**src/rtl/branch_pkg.sv**
```systemverilog
// rtl/branch_pkg.sv - shared types and helpers for branch resolution
package branch_pkg;

    typedef enum logic [2:0] {
        BEQ  = 3'b000,
        BNE  = 3'b001,
        BLT  = 3'b100,
        BGE  = 3'b101,
        BLTU = 3'b110,
        BGEU = 3'b111
    } br_funct3_e;

    typedef logic [1:0] bht_ctr_t;

    localparam bht_ctr_t SNT = 2'b00;
    localparam bht_ctr_t WNT = 2'b01;
    localparam bht_ctr_t WT  = 2'b10;
    localparam bht_ctr_t ST  = 2'b11;

    // 2-bit saturating step toward the resolved direction
    function automatic bht_ctr_t ctr_next(bht_ctr_t c, logic taken);
        if (taken) begin
            return (c == ST) ? ST : c + 2'd1;
        end
        return (c == SNT) ? SNT : c - 2'd1;
    endfunction

endpackage

```
**src/rtl/branch_resolve_unit_if.sv**
```systemverilog
// rtl/branch_resolve_unit_if.sv - fetch lookup, EX resolve and result bundle
interface branch_resolve_unit_if #(
    parameter int XLEN  = 64,
    parameter int CNT_W = 32
);
    logic [XLEN-1:0]  if_pc;
    logic             if_pred_taken;
    logic             ex_valid;
    logic             ex_is_branch;
    logic             ex_stall;
    logic [2:0]       ex_funct3;
    logic [XLEN-1:0]  ex_rs1;
    logic [XLEN-1:0]  ex_rs2;
    logic [XLEN-1:0]  ex_pc;
    logic [XLEN-1:0]  ex_imm;
    logic             ex_pred_taken;
    logic             res_valid;
    logic             res_taken;
    logic             res_mispredict;
    logic             res_illegal;
    logic [XLEN-1:0]  res_redirect_pc;
    logic [CNT_W-1:0] branch_count;
    logic [CNT_W-1:0] mispredict_count;

    modport master (
        output if_pc, ex_valid, ex_is_branch, ex_stall, ex_funct3,
               ex_rs1, ex_rs2, ex_pc, ex_imm, ex_pred_taken,
        input  if_pred_taken, res_valid, res_taken, res_mispredict,
               res_illegal, res_redirect_pc, branch_count, mispredict_count
    );

    modport slave (
        input  if_pc, ex_valid, ex_is_branch, ex_stall, ex_funct3,
               ex_rs1, ex_rs2, ex_pc, ex_imm, ex_pred_taken,
        output if_pred_taken, res_valid, res_taken, res_mispredict,
               res_illegal, res_redirect_pc, branch_count, mispredict_count
    );
endinterface

```
**src/rtl/branch_cmp.sv**
```systemverilog
// rtl/branch_cmp.sv - combinational RV64I branch condition evaluator
module branch_cmp
    import branch_pkg::*;
#(
    parameter int XLEN = 64
) (
    input  logic [2:0]      funct3,
    input  logic [XLEN-1:0] rs1,
    input  logic [XLEN-1:0] rs2,
    output logic            taken,
    output logic            illegal
);

    always_comb begin
        taken   = 1'b0;
        illegal = 1'b0;
        case (br_funct3_e'(funct3))
            BEQ:     taken = (rs1 == rs2);
            BNE:     taken = (rs1 != rs2);
            BLT:     taken = ($signed(rs1) <  $signed(rs2));
            BGE:     taken = ($signed(rs1) >= $signed(rs2));
            BLTU:    taken = (rs1 <  rs2);
            BGEU:    taken = (rs1 >= rs2);
            default: illegal = 1'b1;
        endcase
    end

endmodule

```
**src/rtl/branch_resolve_unit.sv**
```systemverilog
// rtl/branch_resolve_unit.sv - branch resolve, redirect, 2-bit BHT and statistics
module branch_resolve_unit
    import branch_pkg::*;
#(
    parameter int       XLEN        = 64,
    parameter int       BHT_ENTRIES = 64,
    parameter bht_ctr_t INIT_STATE  = WNT,
    parameter int       CNT_W       = 32
) (
    input logic                  clk,
    input logic                  reset,
    branch_resolve_unit_if.slave bus
);

    localparam int IDX = $clog2(BHT_ENTRIES);

    bht_ctr_t         bht_q [BHT_ENTRIES];
    logic             res_valid_q, res_valid_d;
    logic             res_taken_q, res_taken_d;
    logic             res_mis_q, res_mis_d;
    logic             res_illegal_q, res_illegal_d;
    logic [XLEN-1:0]  res_redirect_q, res_redirect_d;
    logic [CNT_W-1:0] branch_cnt_q, branch_cnt_d;
    logic [CNT_W-1:0] mis_cnt_q, mis_cnt_d;

    logic             cmp_taken;
    logic             cmp_illegal;
    logic             resolve;
    logic             train;
    logic [IDX-1:0]   if_idx;
    logic [IDX-1:0]   ex_idx;
    logic [XLEN-1:0]  target;
    logic [XLEN-1:0]  fallthru;
    logic             unused_if_pc_bits;

    branch_cmp #(.XLEN(XLEN)) u_cmp (
        .funct3  (bus.ex_funct3),
        .rs1     (bus.ex_rs1),
        .rs2     (bus.ex_rs2),
        .taken   (cmp_taken),
        .illegal (cmp_illegal)
    );

    assign if_idx            = bus.if_pc[IDX+1:2];
    assign ex_idx            = bus.ex_pc[IDX+1:2];
    assign unused_if_pc_bits = ^{bus.if_pc[XLEN-1:IDX+2], bus.if_pc[1:0]};
    assign bus.if_pred_taken = bht_q[if_idx][1];

    assign resolve  = bus.ex_valid & bus.ex_is_branch & ~bus.ex_stall;
    assign train    = resolve & ~cmp_illegal;
    assign target   = bus.ex_pc + bus.ex_imm;
    assign fallthru = bus.ex_pc + XLEN'(4);

    always_comb begin
        res_valid_d    = resolve;
        res_taken_d    = resolve & cmp_taken;
        res_mis_d      = train & (cmp_taken ^ bus.ex_pred_taken);
        res_illegal_d  = resolve & cmp_illegal;
        res_redirect_d = res_redirect_q;
        branch_cnt_d   = branch_cnt_q;
        mis_cnt_d      = mis_cnt_q;
        if (resolve) begin
            res_redirect_d = cmp_taken ? target : fallthru;
        end
        if (train && branch_cnt_q != '1) begin
            branch_cnt_d = branch_cnt_q + CNT_W'(1);
        end
        if (res_mis_d && mis_cnt_q != '1) begin
            mis_cnt_d = mis_cnt_q + CNT_W'(1);
        end
    end

    // Reset wins over a branch sitting in EX, so that branch is simply dropped
    always_ff @(posedge clk) begin
        if (reset) begin
            for (int i = 0; i < BHT_ENTRIES; i++) begin
                bht_q[i] <= INIT_STATE;
            end
            res_valid_q    <= 1'b0;
            res_taken_q    <= 1'b0;
            res_mis_q      <= 1'b0;
            res_illegal_q  <= 1'b0;
            res_redirect_q <= '0;
            branch_cnt_q   <= '0;
            mis_cnt_q      <= '0;
        end else begin
            if (train) begin
                bht_q[ex_idx] <= ctr_next(bht_q[ex_idx], cmp_taken);
            end
            res_valid_q    <= res_valid_d;
            res_taken_q    <= res_taken_d;
            res_mis_q      <= res_mis_d;
            res_illegal_q  <= res_illegal_d;
            res_redirect_q <= res_redirect_d;
            branch_cnt_q   <= branch_cnt_d;
            mis_cnt_q      <= mis_cnt_d;
        end
    end

    assign bus.res_valid        = res_valid_q;
    assign bus.res_taken        = res_taken_q;
    assign bus.res_mispredict   = res_mis_q;
    assign bus.res_illegal      = res_illegal_q;
    assign bus.res_redirect_pc  = res_redirect_q;
    assign bus.branch_count     = branch_cnt_q;
    assign bus.mispredict_count = mis_cnt_q;

endmodule
```
**src/flat_wrapper.sv**
```systemverilog
// flat-port wrapper written by rule: the top's interface ports become plain ports
module branch_resolve_unit_flat import branch_pkg::*;
#(
    parameter int       XLEN        = 64,
    parameter int       BHT_ENTRIES = 64,
    parameter bht_ctr_t INIT_STATE  = WNT,
    parameter int       CNT_W       = 32
)
  (clk, reset, bus_if_pc, bus_ex_valid, bus_ex_is_branch, bus_ex_stall, bus_ex_funct3, bus_ex_rs1, bus_ex_rs2, bus_ex_pc, bus_ex_imm, bus_ex_pred_taken, bus_if_pred_taken, bus_res_valid, bus_res_taken, bus_res_mispredict, bus_res_illegal, bus_res_redirect_pc, bus_branch_count, bus_mispredict_count);
  branch_resolve_unit_if #(.XLEN(XLEN), .CNT_W(CNT_W)) bus_i ();
  input logic clk;
  input logic reset;
  input wire logic [$bits(bus_i.if_pc)-1:0] bus_if_pc;
  input wire logic [$bits(bus_i.ex_valid)-1:0] bus_ex_valid;
  input wire logic [$bits(bus_i.ex_is_branch)-1:0] bus_ex_is_branch;
  input wire logic [$bits(bus_i.ex_stall)-1:0] bus_ex_stall;
  input wire logic [$bits(bus_i.ex_funct3)-1:0] bus_ex_funct3;
  input wire logic [$bits(bus_i.ex_rs1)-1:0] bus_ex_rs1;
  input wire logic [$bits(bus_i.ex_rs2)-1:0] bus_ex_rs2;
  input wire logic [$bits(bus_i.ex_pc)-1:0] bus_ex_pc;
  input wire logic [$bits(bus_i.ex_imm)-1:0] bus_ex_imm;
  input wire logic [$bits(bus_i.ex_pred_taken)-1:0] bus_ex_pred_taken;
  output wire logic [$bits(bus_i.if_pred_taken)-1:0] bus_if_pred_taken;
  output wire logic [$bits(bus_i.res_valid)-1:0] bus_res_valid;
  output wire logic [$bits(bus_i.res_taken)-1:0] bus_res_taken;
  output wire logic [$bits(bus_i.res_mispredict)-1:0] bus_res_mispredict;
  output wire logic [$bits(bus_i.res_illegal)-1:0] bus_res_illegal;
  output wire logic [$bits(bus_i.res_redirect_pc)-1:0] bus_res_redirect_pc;
  output wire logic [$bits(bus_i.branch_count)-1:0] bus_branch_count;
  output wire logic [$bits(bus_i.mispredict_count)-1:0] bus_mispredict_count;
  assign bus_i.if_pc = bus_if_pc;
  assign bus_i.ex_valid = bus_ex_valid;
  assign bus_i.ex_is_branch = bus_ex_is_branch;
  assign bus_i.ex_stall = bus_ex_stall;
  assign bus_i.ex_funct3 = bus_ex_funct3;
  assign bus_i.ex_rs1 = bus_ex_rs1;
  assign bus_i.ex_rs2 = bus_ex_rs2;
  assign bus_i.ex_pc = bus_ex_pc;
  assign bus_i.ex_imm = bus_ex_imm;
  assign bus_i.ex_pred_taken = bus_ex_pred_taken;
  assign bus_if_pred_taken = bus_i.if_pred_taken;
  assign bus_res_valid = bus_i.res_valid;
  assign bus_res_taken = bus_i.res_taken;
  assign bus_res_mispredict = bus_i.res_mispredict;
  assign bus_res_illegal = bus_i.res_illegal;
  assign bus_res_redirect_pc = bus_i.res_redirect_pc;
  assign bus_branch_count = bus_i.branch_count;
  assign bus_mispredict_count = bus_i.mispredict_count;
  branch_resolve_unit #(.XLEN(XLEN), .BHT_ENTRIES(BHT_ENTRIES), .INIT_STATE(INIT_STATE), .CNT_W(CNT_W)) u_core (.clk(clk), .reset(reset), .bus(bus_i));
endmodule
```
**config.mk**
```make
export PLATFORM = sky130hd
export DESIGN_NAME = branch_resolve_unit_flat
export DESIGN_NICKNAME = d
export VERILOG_FILES = /design/src/rtl/branch_pkg.sv /design/src/rtl/branch_resolve_unit_if.sv /design/src/rtl/branch_cmp.sv /design/src/rtl/branch_resolve_unit.sv /design/src/flat_wrapper.sv
export SDC_FILE = /design/constraint.sdc
export NUM_CORES = 1
export LEC_CHECK = 0
export CAP_MARGIN = 15
export CORE_MARGIN = 3
export CORE_UTILIZATION = 40
export DETAILED_ROUTE_END_ITERATION = 6
export GPL_TIMING_DRIVEN = 0
export PLACE_DENSITY_LB_ADDON = 0.08
export SYNTH_ARGS = -nofsm -noshare
export SYNTH_HDL_FRONTEND = slang
export SYNTH_SLANG_ARGS = --single-unit
```
**constraint.sdc**
```tcl
create_clock -name clk -period 7.09 [get_ports clk]
set_input_delay 0.709 -clock clk [delete_from_list [all_inputs] [get_ports clk]]
set_output_delay 0.709 -clock clk [all_outputs]
set_load 0.03 [all_outputs]
```
=== Word level (Yosys, flattened, before mapping) ===
Memory sizes are Yosys's and may differ from the RTL's.
Cells that the tools add are included.

* Input port bits: 329
* Output and inout port bits: 133
* RAM bits: 128
* Register bits: 132
* Memories kept: 1
* Logic and storage cells: 62

{| class="wikitable"
|+ Memories
! name !! words !! bits a word !! rd ports !! clocked after memory_dff !! write ports !! line !! text
|-
| u_core.bht_q || 64 || 2 || 2 || 0 || 64 || branch_resolve_unit.sv:17 || <nowiki>bht_ctr_t bht_q [BHT_ENTRIES];</nowiki>
|}

* Muxes and demuxes: 20
* Order comparisons: 4
* Reduce and logical (&&, ||, !) cells: 6
* Bitwise operators: 8
* Add/subtract/negate cells: 6
* Eq/ne operators: 10

{| class="wikitable"
|+ Operators with widths
! cell !! number
|-
| $ge 64x64->1 || 2
|-
| $lt 64x64->1 || 2
|-
| $add 32x1->32 const B || 2
|-
| $add 64x3->64 const B || 1
|-
| $add 64x64->64 || 1
|-
| $eq 64x64->1 || 1
|-
| $mux 64 || 1
|-
| $ne 32x32->1 const B || 2
|-
| $ne 64x64->1 || 1
|-
| $mux 2 || 7
|-
| $eq 3x3->1 const B || 4
|-
| $mux 1 || 10
|-
| $and 1x1->1 || 6
|-
| $mux 6 || 1
|-
| $pmux 1 s6 || 1
|-
| $reduce_or 6->1 || 1
|-
| $eq 3x1->1 const B || 1
|-
| $logic_not 3->1 || 1
|-
| $add 2x1->2 const B || 1
|-
| $eq 2x2->1 const B || 1
|-
| $logic_and 1x1->1 || 2
|-
| $logic_not 2->1 || 1
|-
| $reduce_or 2->1 || 1
|-
| $sub 2x1->2 const B || 1
|-
| 2 further kinds || 2
|}

=== Longest topological paths before layout ===
Gate-level depths: netlist (run 1).

* Word-level depth: 9
* Gate-level depth with buffers: 15
* Depth with buffers taken out: 14

=== Hierarchy ===
A second synthesis (run 1) with hierarchy kept.

* Cell total of the unflattened synthesis: 2,269
* Area, all modules: 19,145.9 µm²

{| class="wikitable"
|+ By module, submodules not included
! module !! area an instance (µm²) !! times used !! cells each !! sequential area each (µm²)
|-
| branch_resolve_unit || 17,396.7 || 1 || 2,025 || 6,486.2
|-
| branch_cmp || 1,749.2 || 1 || 244 || 0.0
|}

=== Least setup slack after synthesis (run 1) ===
OpenSTA, ideal clock, no wires.

* Kind: input to output
* Start: input bus_if_pc[2]
* End: output bus_if_pred_taken
* Arrival time: 3.226 ns
* Data required time: 6.381 ns
* Stages: 5
* Path buffers: 2
* Path slack: 3.155 ns
* Path through: clkbuf_1 -> buf_1 -> mux4_2 -> mux4_2 -> mux4_2

* Word-level cells in the longest chain between the ends: 1

{| class="wikitable"
|+ Ends and longest elaborated chain
! element !! line !! text
|-
| start: declaration || flat_wrapper.sv:13 || <nowiki>input wire logic [$bits(bus_i.if_pc)-1:0] bus_if_pc;</nowiki>
|-
| $mem_v2 64x2 || -- ||
|-
| end: declaration || flat_wrapper.sv:23 || <nowiki>output wire logic [$bits(bus_i.if_pred_taken)-1:0] bus_if_pred_taken;</nowiki>
|}

Every way passes these cells.

=== Final worst setup path (run 1) ===
Same ends and word-level chain as after synthesis.

==> out/qor.txt, run 1 <==
Inst Count DP: 3228
Crit share post-route: 72.5%
Metal-1 WL: 31.1 mm
Ys flop type: dfxtp_1
R2R depth: 12
Worst min-delay path class: reg2reg
Routed wire length per instance: 22.8 µm
R2r endpoint: u_core.bus.mispredict_count[18]
Number of global-route vias before repair: 18800
Crit start category: primary input
Hold Vio Cnt, Final: 0
Largest net degree at the start of global routing: 17
Seq/Total Area, Yosys: 34.4%
Max Cap Viol: 0
Fin crit period: 5140 ps
DRC errors left: 0
Metal3 WL: 6.98 mm
Antenna viol nets, final: 0
Worst skew pair latency: 610 ps
Worst Hold End: u_core.bus.res_redirect_pc[33]
WP data required: 6380 ps
Area leader, netlist: edfxtp_1
Layout Nets: 3123
Number of fill cells: 4396
IO Port Bufs: 400
Reg clk slew, reported paths: 60 ps
Via Count: 19000
Longest Clk Path Bufs: 3
Starting Density: 41.0%
Detailed Routing Iterations Pass 1: 5
Final setup vio count: 0
Most frequent cells after synthesis: nand2_1 (252), nor2_1 (203), a21oi_1 (167)
Slew Limit Fails: 0
Critical path's slowest cell: buf_1
Worst Hold Depth: 2
Status: complete, no violations
Syn Area/Cell: 8.46 µm²
Post-CTS Setup Inserts: 0
Crit path setup slack, layout: 1950 ps
GRT Residual Overflow: 0
Area contributors post-synth: edfxtp_1 (20%), dfxtp_1 (14%), ha_1 (8.6%)
Syn_nets: 2686
Area Overhead vs Synth: 30.6%
Initial drt markers: 1662
P per Cell Area: 176 nW/µm²
Post-synth EDFFs: 128
Tot GR Track Use: 28.9%
GPL Wtd Cong: 0.920
RR Startpoint: u_core.bus.mispredict_count[15]
Die W: 223 µm
Worst VDD drop: 0.188 mV
Synth warnings: 0
RSZ-0062 raised after global routing: false
Post-place setup slack: 1900 ps
Routed wl met2: 34.2 mm
Hold path start: u_core.bus.res_redirect_pc[33]
Detailed Place HPWL: 58.1 mm
Clock skew: 21.8 ps
Distinct cell type count after synthesis: 83
Slew HR: 15.2%
CTS Buf Count: 31
Post-synthesis register bit count: 260
Gate Count Post-Synth: 2226
Critical path cell sequence: clkbuf_1, buf_1, mux4_2, mux4_2, mux4_2, clkdlybuf4s50_1
Vias per inst: 5.77
Crit end category: output pin
DRT Wirelength: 74.9 mm
DR top layer: met5
Worst setup path start: bus_if_pc[2]
Layout cells sized above 1: 5.92%
Critical path class: in2out
Slowest stage delay, CP: 850 ps
Pleak: 9.02 nW
Root buf cell: clkbuf_16
Post-synthesis async set-or-reset flop share: 0%
Most common cell in the netlist: nand2_1
Mapped Area: 18800 µm²
Reg2reg setup slack: 3780 ps
CP Max Fanout: 10
Die area: 49700 µm²
Setup tns final: 0 ps
Most used cell along the critical path: mux4_2
CP arrival: 4430 ps
Synth top area share: 20.4%
I/O pin count: 462
Site Rows: 78
CTS resizes: 0
Clock sink count: 260
Core ar.: 46000 µm²
Top achievable clock speed: 0.195 GHz
Non-filler cells, final: 3291
Initial antenna violation count: 7
Hold_buf cts: 0
Die height: 223 µm
First-pass GRT wire length: 112 mm
Worst Max-Slew Pin Slew: 1270 ps
Clock H-tree levels: 1
CTS tree: built
[worst max-delay path: cells and delay by family]
| kind | cells | cell delay (ps) |
|---|---|---|
| buffers and inverters | 3 | 2060 |
| muxes | 3 | 1660 |
[kinds of logic (layout without fill, tap and decap cells)]
kind of cell / Yosys count / after routing / synth area share [%]
mux: 33 / 33 / 3.21
flops: 260 / 260 / 34.4
simple gates: 901 / 901 / 23.4
xor+xnor: 155 / 155 / 7.21
other cells: 0 / 3 / 0
buf+inv: 230 / 692 / 4.85
compound gates: 514 / 514 / 18.0
fa+ha+maj: 133 / 133 / 8.85
[cells in the final DEF (no fill, tap or decap), types with 13 or more instances in the layout]
master / Yosys / routed
clkdlybuf4s50_1: 0 / 400
nand2_1: 252 / 252
nor2_1: 203 / 203
a21oi_1: 167 / 167
dfxtp_1: 132 / 132
ha_1: 130 / 130
edfxtp_1: 128 / 128
nand3_1: 123 / 123
inv_1: 102 / 102
xnor2_1: 101 / 101
clkbuf_1: 91 / 96
o21ai_0: 69 / 69
nor3_1: 66 / 66
a21o_1: 60 / 60
nand4_1: 54 / 54
xor2_1: 54 / 54
a22oi_1: 53 / 53
nand2b_1: 47 / 47
and3_1: 42 / 42
o211ai_1: 35 / 35
clkbuf_16: 0 / 31
buf_2: 23 / 24
mux4_2: 21 / 21
nor2b_1: 21 / 21
or2_2: 20 / 20
a211oi_1: 16 / 16
a31oi_1: 14 / 14
a22o_1: 14 / 14
or3_1: 13 / 13
[layout make-up]
class | count | area, µm² | area share [%]
clock inverter | 22 | 181 | 0.737
multi-input combinational | 1736 | 11400 | 46.5
tap | 600 | 751 | 3.05
buffer | 128 | 532 | 2.16
clock buffer | 36 | 795 | 3.23
timing repair buffer | 404 | 4030 | 16.4
sequential | 260 | 6490 | 26.4
inverter | 102 | 383 | 1.56
antenna | 3 | 7.51 | 0.0305
[layer usage]
metal | track usage, % | vias up
li1 | - | 8936
met1 | 37.7 | 9002
met2 | 47.3 | 911
met3 | 6.49 | 147
met4 | 9.70 | 8
met5 | 0 | -
[power breakdown]
group / switching [mW] / leakage, nW / internal, mW
Sequential: 0.0256 / 2.18 / 1.61
Combinational: 0.658 / 6.38 / 0.460
Clock: 0.697 / 0.465 / 0.877
[worst max-delay path by stage]
stage | end | slack (ps) | cells past startpoint
floorplan | bus_if_pred_taken | 3160 | 5
global placement | u_core.bht_q[14][1] | 1790 | 13
detailed placement | u_core.bht_q[17][1] | 1900 | 13
CTS | bus_if_pred_taken | 1980 | 6
global route | bus_if_pred_taken | 1780 | 6
finish | bus_if_pred_taken | 1950 | 6
[sequential cells by signal (all words and copies together), names as in the netlist]
name,cells
u_core.bus.res_taken,1
u_core.bus.branch_count,32
u_core.bus.res_valid,1
u_core.bht_q,128
u_core.bus.res_mispredict,1
u_core.bus.res_illegal,1
u_core.bus.res_redirect_pc,64
u_core.bus.mispredict_count,32
[stage by stage]
step	cell area [µm²]	hold WS, ps	power [mW]	utilization, %
after CTS	24600	459	4.32	53.5
after global placement	23600	442	2.75	51.3
after detailed placement	23600	444	2.76	51.4
after floorplan	18800	580	2.30	-
after global routing	24600	478	4.49	53.5
final	24600	457	4.32	53.5
Note: power is estimated with default switching activity, not from simulation.
==> run 2, diff against run 1 <==
==> constraint.sdc (replaced) <==
create_clock -name clk -period 4.56 [get_ports clk]
set_input_delay 0.456 -clock clk [delete_from_list [all_inputs] [get_ports clk]]
set_output_delay 0.456 -clock clk [all_outputs]
set_load 0.03 [all_outputs]
==> out/qor.txt, run 2 (synthesis results as in run 1) <==
Status: finished with violations
Failing checks: setup timing
CP Max Fanout: 10
Number of fill cells: 4396
Layout Nets: 3123
Detailed Place HPWL: 58.1 mm
Commonest non-fill, non-tap cells in the layout: clkdlybuf4s50_1 (400), nand2_1 (252), nor2_1 (203)
Core ar.: 46000 µm²
CP delay by family, top: buffers and inverters
Worst skew pair latency: 610 ps
Clock skew: 21.3 ps
WP data required: 5010 ps
Via Count: 19000
Slew HR: 13.7%
Non-filler cells, final: 3291
Die W: 223 µm
Routed wire length per instance: 22.8 µm
Worst VDD drop: 0.292 mV
P per Cell Area: 273 nW/µm²
Inst Count DP: 3228
WP buf/inv: 5
Post-place setup slack: -378 ps
Top achievable clock speed: 0.219 GHz
Final hold slack: 457 ps
Slew Limit Fails: 0
Max Cap Viol: 0
Longest Clk Path Bufs: 3
Critical path's slowest cell: nor2_1
Final setup vio count: 1
Crit share post-route: 100%
Site Rows: 78
Worst min-delay path class: reg2reg
Initial antenna violation count: 7
Crit start category: primary input
IO Port Bufs: 400
Multi-input logic area: 11400 µm²
Slowest stage delay, CP: 930 ps
Hold_buf cts: 0
Reg with most FFs: u_core.bht_q
CTS resizes: 2
DRC errors left: 0
Hold Vio Cnt, Final: 0
Detailed Routing Iterations Pass 1: 5
Crit end category: register
Clock sink count: 260
Fin crit period: 4570 ps
Root buf cell: clkbuf_16
Clock H-tree levels: 1
First-pass GRT wire length: 112 mm
Critical path cell sequence: clkdlybuf4s50_1, buf_2, nand2_1, nor2_1, clkbuf_1, a22oi_1, a31oi_1, a21oi_1, and4_1, maj3_1, buf_2, buf_1, nor2_1
Largest net degree at the start of global routing: 17
Starting Density: 41.0%
I/O pin count: 462
Pleak: 9.03 nW
CP arrival: 5020 ps
Fin area: 24600 µm²
Layout cells sized above 1: 5.95%
CTS Buf Count: 31
GPL Wtd Cong: 0.920
Sequential cell area: 6490 µm²
Number of global-route vias before repair: 18800
CTS tree: built
Initial drt markers: 1662
Reg clk slew, reported paths: 60 ps
DRT Wirelength: 74.9 mm
GRT Residual Overflow: 0
Die area: 49700 µm²
Worst Max-Slew Pin Slew: 1290 ps
Vias per inst: 5.77
Crit path setup slack, layout: -10.9 ps
Placed Area: 23600 µm²
Setup tns final: -10.9 ps
Number of flip-flops in the largest register: 128
Leading cell type in the layout, fill and taps excluded: clkdlybuf4s50_1
Area Overhead vs Synth: 30.6%
Post-CTS Setup Inserts: 0
Critical path class: in2reg
Tot GR Track Use: 28.9%
Die height: 223 µm
RSZ-0062 raised after global routing: false
Antenna viol nets, final: 0
==> run 2: cell count changes in the layout (fill, tap and decap cells not counted) <==
cell             delta
buf_1               -1
clkdlybuf4s15_2     +1
==> run 2: final cells by class <==
cell class	count	area share, %
antenna	3	0.0305
buffer	128	2.19
clock buffer	36	3.23
clock inverter	22	0.737
inverter	102	1.56
multi-input combinational	1736	46.5
sequential	260	26.4
tap	600	3.05
timing repair buffer	404	16.4
==> run 2: per-stage QoR <==
| stage | utilization, % | total power [mW] |
|---|---|---|
| 3_3_place_gp | 51.3 | 4.28 |
| 4_1_cts | 53.5 | 6.72 |
| 5_1_grt | 53.5 | 6.98 |
| 3_5_place_dp | 51.4 | 4.29 |
| 6_report | 53.5 | 6.72 |
| 2_1_floorplan | - | 3.57 |
==> run 2: worst reg2reg max path, delay by kind of cell (launching register included) <==
kind | cells | cell delay (ps)
mux | 1 | 330
simple gates | 9 | 2000
flops | 1 | 400
compound gates | 1 | 220
buf+inv | 1 | 260
==> run 2: layer usage <==
layer / vias up / track usage, % / routed length [µm]
met1: 8978 / 37.7 / 31000
met2: 922 / 47.3 / 34100
li1: 8936 / - / -
met5: - / 0 / 51
met4: 8 / 9.70 / 2610
met3: 155 / 6.49 / 7150
==> run 2: power by group <==
group / switching [mW] / internal, mW / total [mW] / leakage (nW)
sequential: 0.0400 / 2.50 / 2.54 / 2.18
clock: 1.08 / 1.36 / 2.44 / 0.465
combinational: 1.02 / 0.716 / 1.74 / 6.38
total: 2.14 / 4.58 / 6.72 / 9.03
==> run 2: worst paths after layout <==
path / startpoint / to / slack, ps / depth (start not counted)
max: bus_ex_pc[4] / u_core.bht_q[17][1] / -10 / 13
min: u_core.bus.res_redirect_pc[33] / u_core.bus.res_redirect_pc[33] / 460 / 2
max reg2reg: u_core.bus.mispredict_count[15] / u_core.bus.mispredict_count[18] / 1250 / 12
min reg2reg: u_core.bus.res_redirect_pc[33] / u_core.bus.res_redirect_pc[33] / 460 / 2
==> RTL edit, RTL diff (flow settings as in run 1) <==
Register the output `bus.if_pred_taken`, without a reset; this adds one clock of latency there.
--- a/src/rtl/branch_resolve_unit.sv
+++ b/src/rtl/branch_resolve_unit.sv
@@ -44,7 +44,9 @@
     assign if_idx            = bus.if_pc[IDX+1:2];
     assign ex_idx            = bus.ex_pc[IDX+1:2];
     assign unused_if_pc_bits = ^{bus.if_pc[XLEN-1:IDX+2], bus.if_pc[1:0]};
-    assign bus.if_pred_taken = bht_q[if_idx][1];
+    always_ff @(posedge clk) begin
+        bus.if_pred_taken <= bht_q[if_idx][1];
+    end
 
     assign resolve  = bus.ex_valid & bus.ex_is_branch & ~bus.ex_stall;
     assign train    = resolve & ~cmp_illegal;
Behaviour: not the same (Yosys sat finds a counterexample within 4 cycles, from zero or initial values and one cycle with reset high).
==> RTL edit against run 1 <==
- setup slack improved by 0.35 ns
- total power increased by 2.4%
- wire length about the same
- sequential cell count up 1
- cell area is 0.35% higher
- clock skew is 0.011 ns lower
- synthesized area is 0.11% higher
- die area is 0.10% higher
- synthesized cell count hardly changed
- critical endpoint is now u_core.bht_q[6][1]$_SDFFCE_PN0P_
- largest power group is now the clock network
- highest routed layer unchanged
==> RTL edit: results (changes against run 1) <==
[run_status]
status = complete, no violations

[synthesis]
syn_nets = 2687  ; +0.037%
synth_commonest_cells = nand2_1 (252), nor2_1 (203), a21oi_1 (167)
seq_area_frac_synth_pct = 34.50  ; +0.070 points
synthTopCellsByArea = edfxtp_1 (20%), dfxtp_1 (14%), ha_1 (8.6%)
synth_area_mm2 = 0.01886  ; +0.11%
async_flop_share_pct = 0  ; unchanged
synth_edf_count = 128  ; unchanged
synth_cells = 2227  ; +0.045%
yosysWarnings = 0  ; unchanged

[worst_setup_path]
rr_worst_depth = 12  ; unchanged
critPathMaxStageDelay_ns = 0.99  ; +0.14 ns
r2r_start = u_core.bus.mispredict_count[0]$_SDFFE_PP0P_
critPathLaunch = bus_ex_pc[4]
r2r-end = u_core.bus.mispredict_count[18]$_SDFFE_PP0P_
rrSetupSlack_ns = 3.74  ; -0.04 ns
crit_end = u_core.bht_q[6][1]$_SDFFCE_PN0P_
worst-endpoint-arrival_ns = 5.24  ; +0.81 ns
cp_slowest_cell = nor3b_2

[final_layout]
post_route_cells_drive_above_1_share_pct = 6.029  ; +0.11 points
n_all_buffers = 530  ; -0.38%
seq_cell_count = 261  ; +0.38%
layout.area.seq_mm2 = 0.006506  ; +0.31%
clk_share_pct = 4.256  ; +0.29 points
nFillCells = 4359  ; -0.84%
nets = 3122  ; -0.032%
clkbuf_count = 45  ; +25%
largest_register_ffs = 128  ; unchanged
bufAreaShareNonClock_pct = 18.42  ; -0.13 points
multiInputGateArea_mm2 = 0.01144  ; unchanged
area_growth_pct = 30.93
regMostFlops = u_core.bht_q
n_antenna_cell = 6  ; +3

[placed_design]
io_buffers = 400  ; unchanged
dpl.hpwl_um = 58010  ; -0.17%
placed_cell_area_mm2 = 0.02362  ; about the same
routabilityCongestion = 0.9307  ; +1.2%
placed_cells = 3227  ; -0.031%

[global_route]
antenna_found_initial = 9  ; +2
grt_max_degree = 17  ; unchanged
grt_pass1_wl_um = 111800  ; about the same
grt_use_total_pct = 28.88  ; about the same

[routing]
drt_iter0_drc = 1643  ; -1.1%
drcViolationCount = 0  ; unchanged
routedWlPerCell_um = 22.76  ; about the same
firstDrtPassIters = 6  ; +1
vias = 19050  ; +0.26%
viasPerCell = 5.786  ; +0.20%

[cts]
clkLatencyLatePin_ns = 0.60
h-tree-depth = 1  ; unchanged
clk_pin_slew_worst_paths_ns = 0.06  ; about the same
cts_setup_buffers = 0  ; unchanged

[min_path]
min_to = u_core.bus.res_redirect_pc[7]$_SDFFE_PP0P_
worstHoldStart = u_core.bus.res_redirect_pc[7]$_SDFFE_PP0P_

[power]
p_leak_nw = 9.076  ; +0.59%
switching_share_pct = 31.04  ; -0.88 points
ir_drop_mv = 0.1593  ; -15%

[sta]
clock_skew_ns = 0.01033  ; -0.01148 ns
relSlewSlack_pct = 15.72  ; +0.47 points

[RTL edit: routing by layer]
| metal | vias to the layer above | global-route usage, % | part of all wire, % |
|---|---|---|---|
| met5 | - | 0 | 0.055 |
| met4 | 6 | 10.03 | 3.3 |
| met3 | 143 | 6.145 | 8.9 |
| met2 | 908 | 47.38 | 47 |
| met1 | 9036 | 37.74 | 41 |
| li1 | 8960 | - | - |
[RTL edit: power by group through the flow]
stage | Sequential, mW | Clock, mW | Combinational [mW]
after global routing | 1.64 | 1.74 | 1.21
after CTS | 1.64 | 1.69 | 1.11
after floorplan | 1.70 | 0 | 0.606
after detailed placement | 1.67 | 0 | 1.10
final | 1.64 | 1.67 | 1.12
after global placement | 1.67 | 0 | 1.09
[RTL edit: per-stage QoR]
stage          worst slack, ns  hold slack (ns)
2_1_floorplan            3.588           0.5803
3_3_place_gp             1.891           0.4415
3_5_place_dp             1.846           0.4436
4_1_cts                  2.433           0.4543
5_1_grt                  2.227           0.4759
6_report                 2.298           0.4540
[RTL edit: logic make-up (layout without fill, tap and decap cells)]
| family | after synthesis | count (layout) | synth area share (%) |
|---|---|---|---|
| multiplexers | 33 | 33 | 3.204 |
| flip-flops | 261 | 261 | 34.50 |
| other | 0 | 6 | 0 |
| AND/OR/NAND/NOR | 901 | 901 | 23.40 |
| AO/OA/AOI/OAI | 514 | 514 | 18.00 |
| buffers and inverters | 230 | 690 | 4.849 |
| XOR/XNOR | 155 | 155 | 7.198 |
| adder cells (fa/ha/maj) | 133 | 133 | 8.843 |
